==> config.mk <==
export PLATFORM = sky130hd
export DESIGN_NAME = cla_seq_adder_ctrl
export DESIGN_NICKNAME = d
export VERILOG_FILES = /design/src/rtl/cla_seq_pkg.sv /design/src/rtl/cla4_slice.sv /design/src/rtl/cla_seq_adder_ctrl.sv
export SDC_FILE = /design/constraint.sdc
export NUM_CORES = 1
export LEC_CHECK = 0
export ABC_AREA = 1
export BUFFER_PORTS_ARGS = -buffer_cell sky130_fd_sc_hd__buf_2
export CAP_MARGIN = 20
export CORE_MARGIN = 2
export CORE_UTILIZATION = 48
export CTS_CLUSTER_SIZE = 20
export DETAILED_ROUTE_END_ITERATION = 10
export GPL_TIMING_DRIVEN = 0
export PLACE_DENSITY = 0.77
export SLEW_MARGIN = 20
export SYNTH_ARGS = -nofsm -noshare
export SYNTH_HDL_FRONTEND = slang
export SYNTH_SLANG_ARGS = --single-unit
==> constraint.sdc <==
create_clock -name clk -period 2.32 [get_ports clk]
set_clock_uncertainty 0.15 [all_clocks]
set_input_delay 0.464 -clock clk [delete_from_list [all_inputs] [get_ports clk]]
set_output_delay 0.464 -clock clk [all_outputs]
set_load 0.1 [all_outputs]
==> src/rtl/cla_seq_pkg.sv <==
// cla_seq_pkg: shared FSM state type, slice width and slice-count helper
// for the sequential carry-look-ahead adder controller.
`default_nettype none

package cla_seq_pkg;

  typedef enum logic [1:0] {
    IDLE = 2'd0,
    RUN  = 2'd1,
    DONE = 2'd2
  } state_t;

  localparam int SLICE_W = 4;

  function automatic int calc_nslice(input int width);
    return width / SLICE_W;
  endfunction

endpackage

`default_nettype wire

==> src/rtl/cla4_slice.sv <==
// cla4_slice: combinational 4-bit carry-look-ahead adder with fully
// expanded carries.
`default_nettype none

module cla4_slice (
  input  logic [3:0] a,
  input  logic [3:0] b,
  input  logic       cin,
  output logic [3:0] sum,
  output logic       cout
);

  logic [3:0] w_g;
  logic [3:0] w_p;
  logic [3:0] w_c;

  assign w_g = a & b;
  assign w_p = a ^ b;

  assign w_c[0] = cin;
  assign w_c[1] = w_g[0] | (w_p[0] & cin);
  assign w_c[2] = w_g[1] | (w_p[1] & w_g[0]) | (w_p[1] & w_p[0] & cin);
  assign w_c[3] = w_g[2] | (w_p[2] & w_g[1]) | (w_p[2] & w_p[1] & w_g[0])
                | (w_p[2] & w_p[1] & w_p[0] & cin);
  assign cout   = w_g[3] | (w_p[3] & w_g[2]) | (w_p[3] & w_p[2] & w_g[1])
                | (w_p[3] & w_p[2] & w_p[1] & w_g[0])
                | (w_p[3] & w_p[2] & w_p[1] & w_p[0] & cin);

  assign sum = w_p ^ w_c;

endmodule

`default_nettype wire

==> src/rtl/cla_seq_adder_ctrl.sv <==
// cla_seq_adder_ctrl: WIDTH-bit adder that reuses one 4-bit CLA slice over
// WIDTH/4 cycles. Define CLA_SEQ_OVF_EN to add the signed-overflow output ovf.
`default_nettype none

module cla_seq_adder_ctrl
  import cla_seq_pkg::*;
#(
  parameter int WIDTH = 16
) (
  input  logic             clk,
  input  logic             rst,
  input  logic             in_valid,
  output logic             in_ready,
  input  logic [WIDTH-1:0] a,
  input  logic [WIDTH-1:0] b,
  input  logic             cin,
  output logic             out_valid,
  input  logic             out_ready,
  output logic [WIDTH-1:0] sum,
  output logic             cout,
  output logic             busy
`ifdef CLA_SEQ_OVF_EN
  ,
  output logic             ovf
`endif
);

  localparam int NSLICE = calc_nslice(WIDTH);
  localparam int IDX_W  = (NSLICE > 1) ? $clog2(NSLICE) : 1;
  localparam logic [IDX_W-1:0] LAST_IDX = IDX_W'(NSLICE - 1);

  state_t           r_state;
  state_t           w_next;
  logic [WIDTH-1:0] r_a;
  logic [WIDTH-1:0] r_b;
  logic [WIDTH-1:0] r_sum;
  logic             r_carry;
  logic             r_cout;
  logic [IDX_W-1:0] r_idx;

  logic [3:0]       w_a4;
  logic [3:0]       w_b4;
  logic [3:0]       w_s4;
  logic             w_c4;
  logic             w_accept;
  logic             w_last;

  assign in_ready  = (r_state == IDLE) && !rst;
  assign out_valid = (r_state == DONE);
  assign busy      = (r_state != IDLE);
  assign sum       = r_sum;
  assign cout      = r_cout;
  assign w_accept  = in_valid && in_ready;
  assign w_last    = (r_state == RUN) && (r_idx == LAST_IDX);

  always_comb begin
    w_a4 = '0;
    w_b4 = '0;
    for (int k = 0; k < NSLICE; k++) begin
      if (r_idx == IDX_W'(k)) begin
        w_a4 = r_a[k*SLICE_W +: SLICE_W];
        w_b4 = r_b[k*SLICE_W +: SLICE_W];
      end
    end
  end

  cla4_slice u_slice (
    .a    (w_a4),
    .b    (w_b4),
    .cin  (r_carry),
    .sum  (w_s4),
    .cout (w_c4)
  );

  always_ff @(posedge clk) begin
    if (rst) r_state <= IDLE;
    else     r_state <= w_next;
  end

  always_comb begin
    w_next = r_state;
    case (r_state)
      IDLE:    if (w_accept) w_next = RUN;
      RUN:     if (w_last) w_next = DONE;
      DONE:    if (out_ready) w_next = IDLE;
      default: w_next = IDLE;
    endcase
  end

  always_ff @(posedge clk) begin
    if (rst) begin
      r_a     <= '0;
      r_b     <= '0;
      r_sum   <= '0;
      r_carry <= 1'b0;
      r_cout  <= 1'b0;
      r_idx   <= '0;
    end else if (w_accept) begin
      r_a     <= a;
      r_b     <= b;
      r_carry <= cin;
      r_idx   <= '0;
    end else if (r_state == RUN) begin
      for (int k = 0; k < NSLICE; k++) begin
        if (r_idx == IDX_W'(k)) r_sum[k*SLICE_W +: SLICE_W] <= w_s4;
      end
      r_carry <= w_c4;
      if (w_last) begin
        r_cout <= w_c4;
        r_idx  <= '0;
      end else begin
        r_idx  <= r_idx + IDX_W'(1);
      end
    end
  end

`ifdef CLA_SEQ_OVF_EN
  logic r_ovf;

  // Carry into the MSB xor carry out of it, formed from the live slice result.
  always_ff @(posedge clk) begin
    if (rst)         r_ovf <= 1'b0;
    else if (w_last) r_ovf <= r_a[WIDTH-1] ^ r_b[WIDTH-1] ^ w_s4[3] ^ w_c4;
  end

  assign ovf = r_ovf;
`endif

endmodule

`default_nettype wire

==> impl_metrics.py <==
metrics = {
    "critical_path": {
        "highest_cell_delay_on_the_worst_timing_path_ns": 0.40,
        "regToRegStartpoint": "r_idx[1]",
        "worstRegToRegCells": 16,
        "reg2reg_slack_ns": -0.09,
        "critical-path-top-delay-family": "simple AND/OR/NAND/NOR gates",
        "crit-reg2reg-capture": "sum[11]",
        "critical_path_peak_fanout": 5,
        "slowest_stage": "sky130_fd_sc_hd__dfxtp_4",
        "crit_arrival_ns": 2.48,
        "worst-endpoint-required_ns": 2.39,
        "crit_path_frequent_cell": "sky130_fd_sc_hd__nand2_2",
        "cp_num_buf_inv": 4,
        "critical_path_class": "reg -> reg",
        "critPathLaunchType": "register",
        "path_cells": "inv_4 -> ha_4 -> inv_4 -> clkbuf_8 -> o21ai_1 -> nor2_1 -> o22ai_1 -> ha_1 -> nand2_1 -> nand2_2 -> nor2_4 -> nand2_2 -> nand2_4 -> nand3_2 -> nand2_2 -> inv_1",
        "timing.critical_path.to_type": "register",
    },
    "grt": {
        "grt_overflow": 0,
        "first_global_vias": 2301,
        "wire_length_of_the_first_global_routing_pass_mm": 10.24,
        "grt_max_degree": 15,
        "antenna_found_initial": 0,
        "grtUsageTotal": 0.2145,
    },
    "sta": {
        "max_freq_ghz": 0.4149,
        "maxSlewViolCount": 0,
        "setup_violations": 7,
        "fin_setup_tns_ns": -0.3279,
        "final.setup.worst_slack_ns": -0.09013,
        "final_min_period_ns": 2.410,
        "slew_headroom": 0.6785,
        "finalHoldViolCount": 0,
        "final_worst_path_cycle_share": 1.039,
        "finalHoldWorstSlack_ns": 0.2242,
        "rsz_0062_raised_after_global_routing": "true",
        "worst_slew_pin_slew_ns": 0.4855,
    },
    "synthesis": {
        "postSynth.asyncResetShare": 0,
        "synth_edf_count": 0,
        "postSynthRegisterBits": 54,
        "synth.cell_area_mm2": 0.002525,
        "post_synth_inst_count": 340,
        "yosys.cell_types.count": 29,
        "synth.net_count": 386,
        "synth_top_flop_cell": "sky130_fd_sc_hd__dfxtp_1",
        "synth_sequential_area_ratio": 0.4281,
        "yosysWarnings": 0,
        "syn_avg_cell_area_um2": 7.426,
    },
    "route": {
        "final_antenna_net_count": 0,
        "drt_first_iter_violations": 146,
        "firstDrtPassIters": 4,
        "final_routed_wire_length_divided_by_cell_count_um": 12.93,
        "remaining_drc_errors": 0,
        "routed_wire_length_mm": 6.269,
        "detailroute.via_count": 2442,
        "post_drt_via_cell_ratio": 5.035,
    },
    "die": {
        "die-width_um": 76.53,
        "die_area_mm2": 0.005856,
        "initial_core_util": 0.4944,
        "core_area_mm2": 0.005107,
        "die_height_um": 76.53,
        "floorplan.io_pins": 57,
        "placement_rows": 26,
    },
    "place": {
        "place_hpwl_mm": 4.400,
        "gp_routability_congestion": 0.9081,
        "placed_cell_count": 465,
        "post-place-ws_ns": -0.4151,
        "placed_area_mm2": 0.002892,
        "placement.io_buffers": 55,
    },
    "power_and_ir_drop": {
        "power_per_cell_area_mw_per_mm2": 663.3,
        "leakagePower_nw": 1.540,
        "power.total_mw": 2.180,
        "vdd_drop_max_mv": 0.3136,
    },
    "min_path": {
        "hp-start": "b[2]",
        "worstHoldEndpoint": "r_b[2]",
        "worstHoldPathCells": 3,
        "min_path_type": "in -> reg",
    },
    "cells_and_area": {
        "nNetsFinal": 461,
        "final_layout_size_suffix_gt1_frac": 0.3566,
        "finalInstanceArea_mm2": 0.003286,
        "areaGrowthSynthToFinish_pct": 30.13,
        "layoutNonFillerInstCount": 485,
        "postLayoutCoreUtil": 0.6433,
        "fillCellCount": 436,
        "diodes": 0,
    },
    "cts": {
        "htree_levels": 2,
        "clock-sinks": 54,
        "tritoncts": "yes",
        "clock_insertion_delay_worst_skew_ns": 0.31,
        "clk_path_buf_depth": 2,
        "cts-hold-fix-buffers": 0,
        "cts_made_buffers": 5,
        "root_buffer": "sky130_fd_sc_hd__clkbuf_8",
        "clk_transition_reported_paths_ns": 0.09,
    },
    "run_status": {
        "run_status": "complete, but fails checks",
        "failed_checks": "setup timing",
    },
    "run": {
        "timing.max_cap.violations": 0,
    },
}
[how the worst max path moves through the flow]
stage	from	end	slack, ns	cells past startpoint
2_1_floorplan	r_idx[0]	sum[11]	0.03	17
3_3_place_gp	r_idx[1]	sum[11]	-0.36	16
3_5_place_dp	r_idx[1]	sum[11]	-0.42	16
4_1_cts	r_idx[1]	sum[11]	-0.02	16
5_1_grt	r_idx[1]	sum[11]	-0.24	17
6_report	r_idx[1]	sum[11]	-0.09	16
[sequential cells by signal, indices dropped and copies added, names as in the netlist]
signal and cells:
r_carry 1, sum 16, r_a 16, cout 1
r_state 2, r_b 16, r_idx 2
[worst register-to-register path, stage by stage, from the launching register on]
cell,delay (ns)
sky130_fd_sc_hd__dfxtp_4,0.40
sky130_fd_sc_hd__inv_4,0.06
sky130_fd_sc_hd__ha_4,0.16
sky130_fd_sc_hd__inv_4,0.08
sky130_fd_sc_hd__clkbuf_8,0.15
sky130_fd_sc_hd__o21ai_1,0.06
sky130_fd_sc_hd__nor2_1,0.10
sky130_fd_sc_hd__o22ai_1,0.09
sky130_fd_sc_hd__ha_1,0.39
sky130_fd_sc_hd__nand2_1,0.11
sky130_fd_sc_hd__nand2_2,0.06
sky130_fd_sc_hd__nor2_4,0.13
sky130_fd_sc_hd__nand2_2,0.08
sky130_fd_sc_hd__nand2_4,0.08
sky130_fd_sc_hd__nand3_2,0.09
sky130_fd_sc_hd__nand2_2,0.10
sky130_fd_sc_hd__inv_1,0.04
[final cells by class]
| cell class | count | area (µm²) | share of cell area |
|---|---|---|---|
| flip-flops and latches | 54 | 1089 | 0.3313 |
| multi-input cells | 223 | 1361 | 0.4143 |
| repair buffers | 69 | 391.6 | 0.1192 |
| plain buffers | 13 | 86.33 | 0.02628 |
| inverters | 49 | 193.9 | 0.05903 |
| clock buffers | 7 | 76.32 | 0.02323 |
| well taps | 70 | 87.58 | 0.02666 |
[layer usage]
metal / GRT usage / part of all wire / wire [µm] / vias up
met4: 0.05818 / 0.026 / 163 / 0
met5: 0 / 0 / 0 / -
li1: - / - / - / 1252
met3: 0.04147 / 0.050 / 316 / 15
met2: 0.3646 / 0.46 / 2903 / 71
met1: 0.2785 / 0.46 / 2885 / 1104
[cells by family after synthesis]
| group | Yosys count | synth area share |
|---|---|---|
| fa+ha+maj | 9 | 0.04757 |
| flops | 54 | 0.4281 |
| simple gates | 141 | 0.2597 |
| xor+xnor | 1 | 0.003469 |
| buf+inv | 63 | 0.1026 |
| compound gates | 72 | 0.1586 |
[what timing repair did]
| action | 4_1_cts | 5_1_grt |
|---|---|---|
| cloned | 1 | 1 |
| setup buffers | 9 | 3 |
| endpoints found under the setup margin | 18 | 19 |
| pin swaps | 21 | 33 |
| gates resized for setup | 32 | 34 |
| endpoints found under the hold margin | 0 | 0 |
[power by group]
group | switching, mW | total [mW] | internal (mW)
combinational | 0.441 | 0.663 | 0.222
clock | 0.280 | 0.488 | 0.208
sequential | 0.0380 | 1.03 | 0.991
[layout by cell type (no fill, tap or decap), types with 2 or more instances in the layout]
cell type and n:
sky130_fd_sc_hd__a21oi_1 7, sky130_fd_sc_hd__a21oi_2 5, sky130_fd_sc_hd__buf_2 59, sky130_fd_sc_hd__buf_4 12, sky130_fd_sc_hd__buf_6 5, sky130_fd_sc_hd__clkbuf_1 6
sky130_fd_sc_hd__clkbuf_8 6, sky130_fd_sc_hd__dfxtp_1 52, sky130_fd_sc_hd__dfxtp_4 2, sky130_fd_sc_hd__ha_1 3, sky130_fd_sc_hd__ha_4 5, sky130_fd_sc_hd__inv_1 36
sky130_fd_sc_hd__inv_2 9, sky130_fd_sc_hd__inv_4 4, sky130_fd_sc_hd__nand2_1 49, sky130_fd_sc_hd__nand2_2 18, sky130_fd_sc_hd__nand2_4 2, sky130_fd_sc_hd__nand3_1 43
sky130_fd_sc_hd__nand3_2 6, sky130_fd_sc_hd__nor2_1 11, sky130_fd_sc_hd__nor2_2 6, sky130_fd_sc_hd__nor2_4 3, sky130_fd_sc_hd__o211ai_1 2, sky130_fd_sc_hd__o21a_1 8
sky130_fd_sc_hd__o21ai_0 27, sky130_fd_sc_hd__o21ai_1 13, sky130_fd_sc_hd__o22ai_1 5
[synthesized netlist by cell type (all sizes together) (2+ instances only)]
master  count  area (µm²)
o21ai      41       205.2
o211ai      2       15.01
o21a        8       60.06
inv        49       186.4
a21oi      12       60.06
nand2      69       294.0
nor2       20       97.59
ha          8       100.1
a22oi       2       15.01
buf         9       53.80
nand3      49       245.2
o22ai       6       37.54
clkbuf      5       18.77
dfxtp      54        1081
No activity file was read; power rests on OpenSTA's default activity.
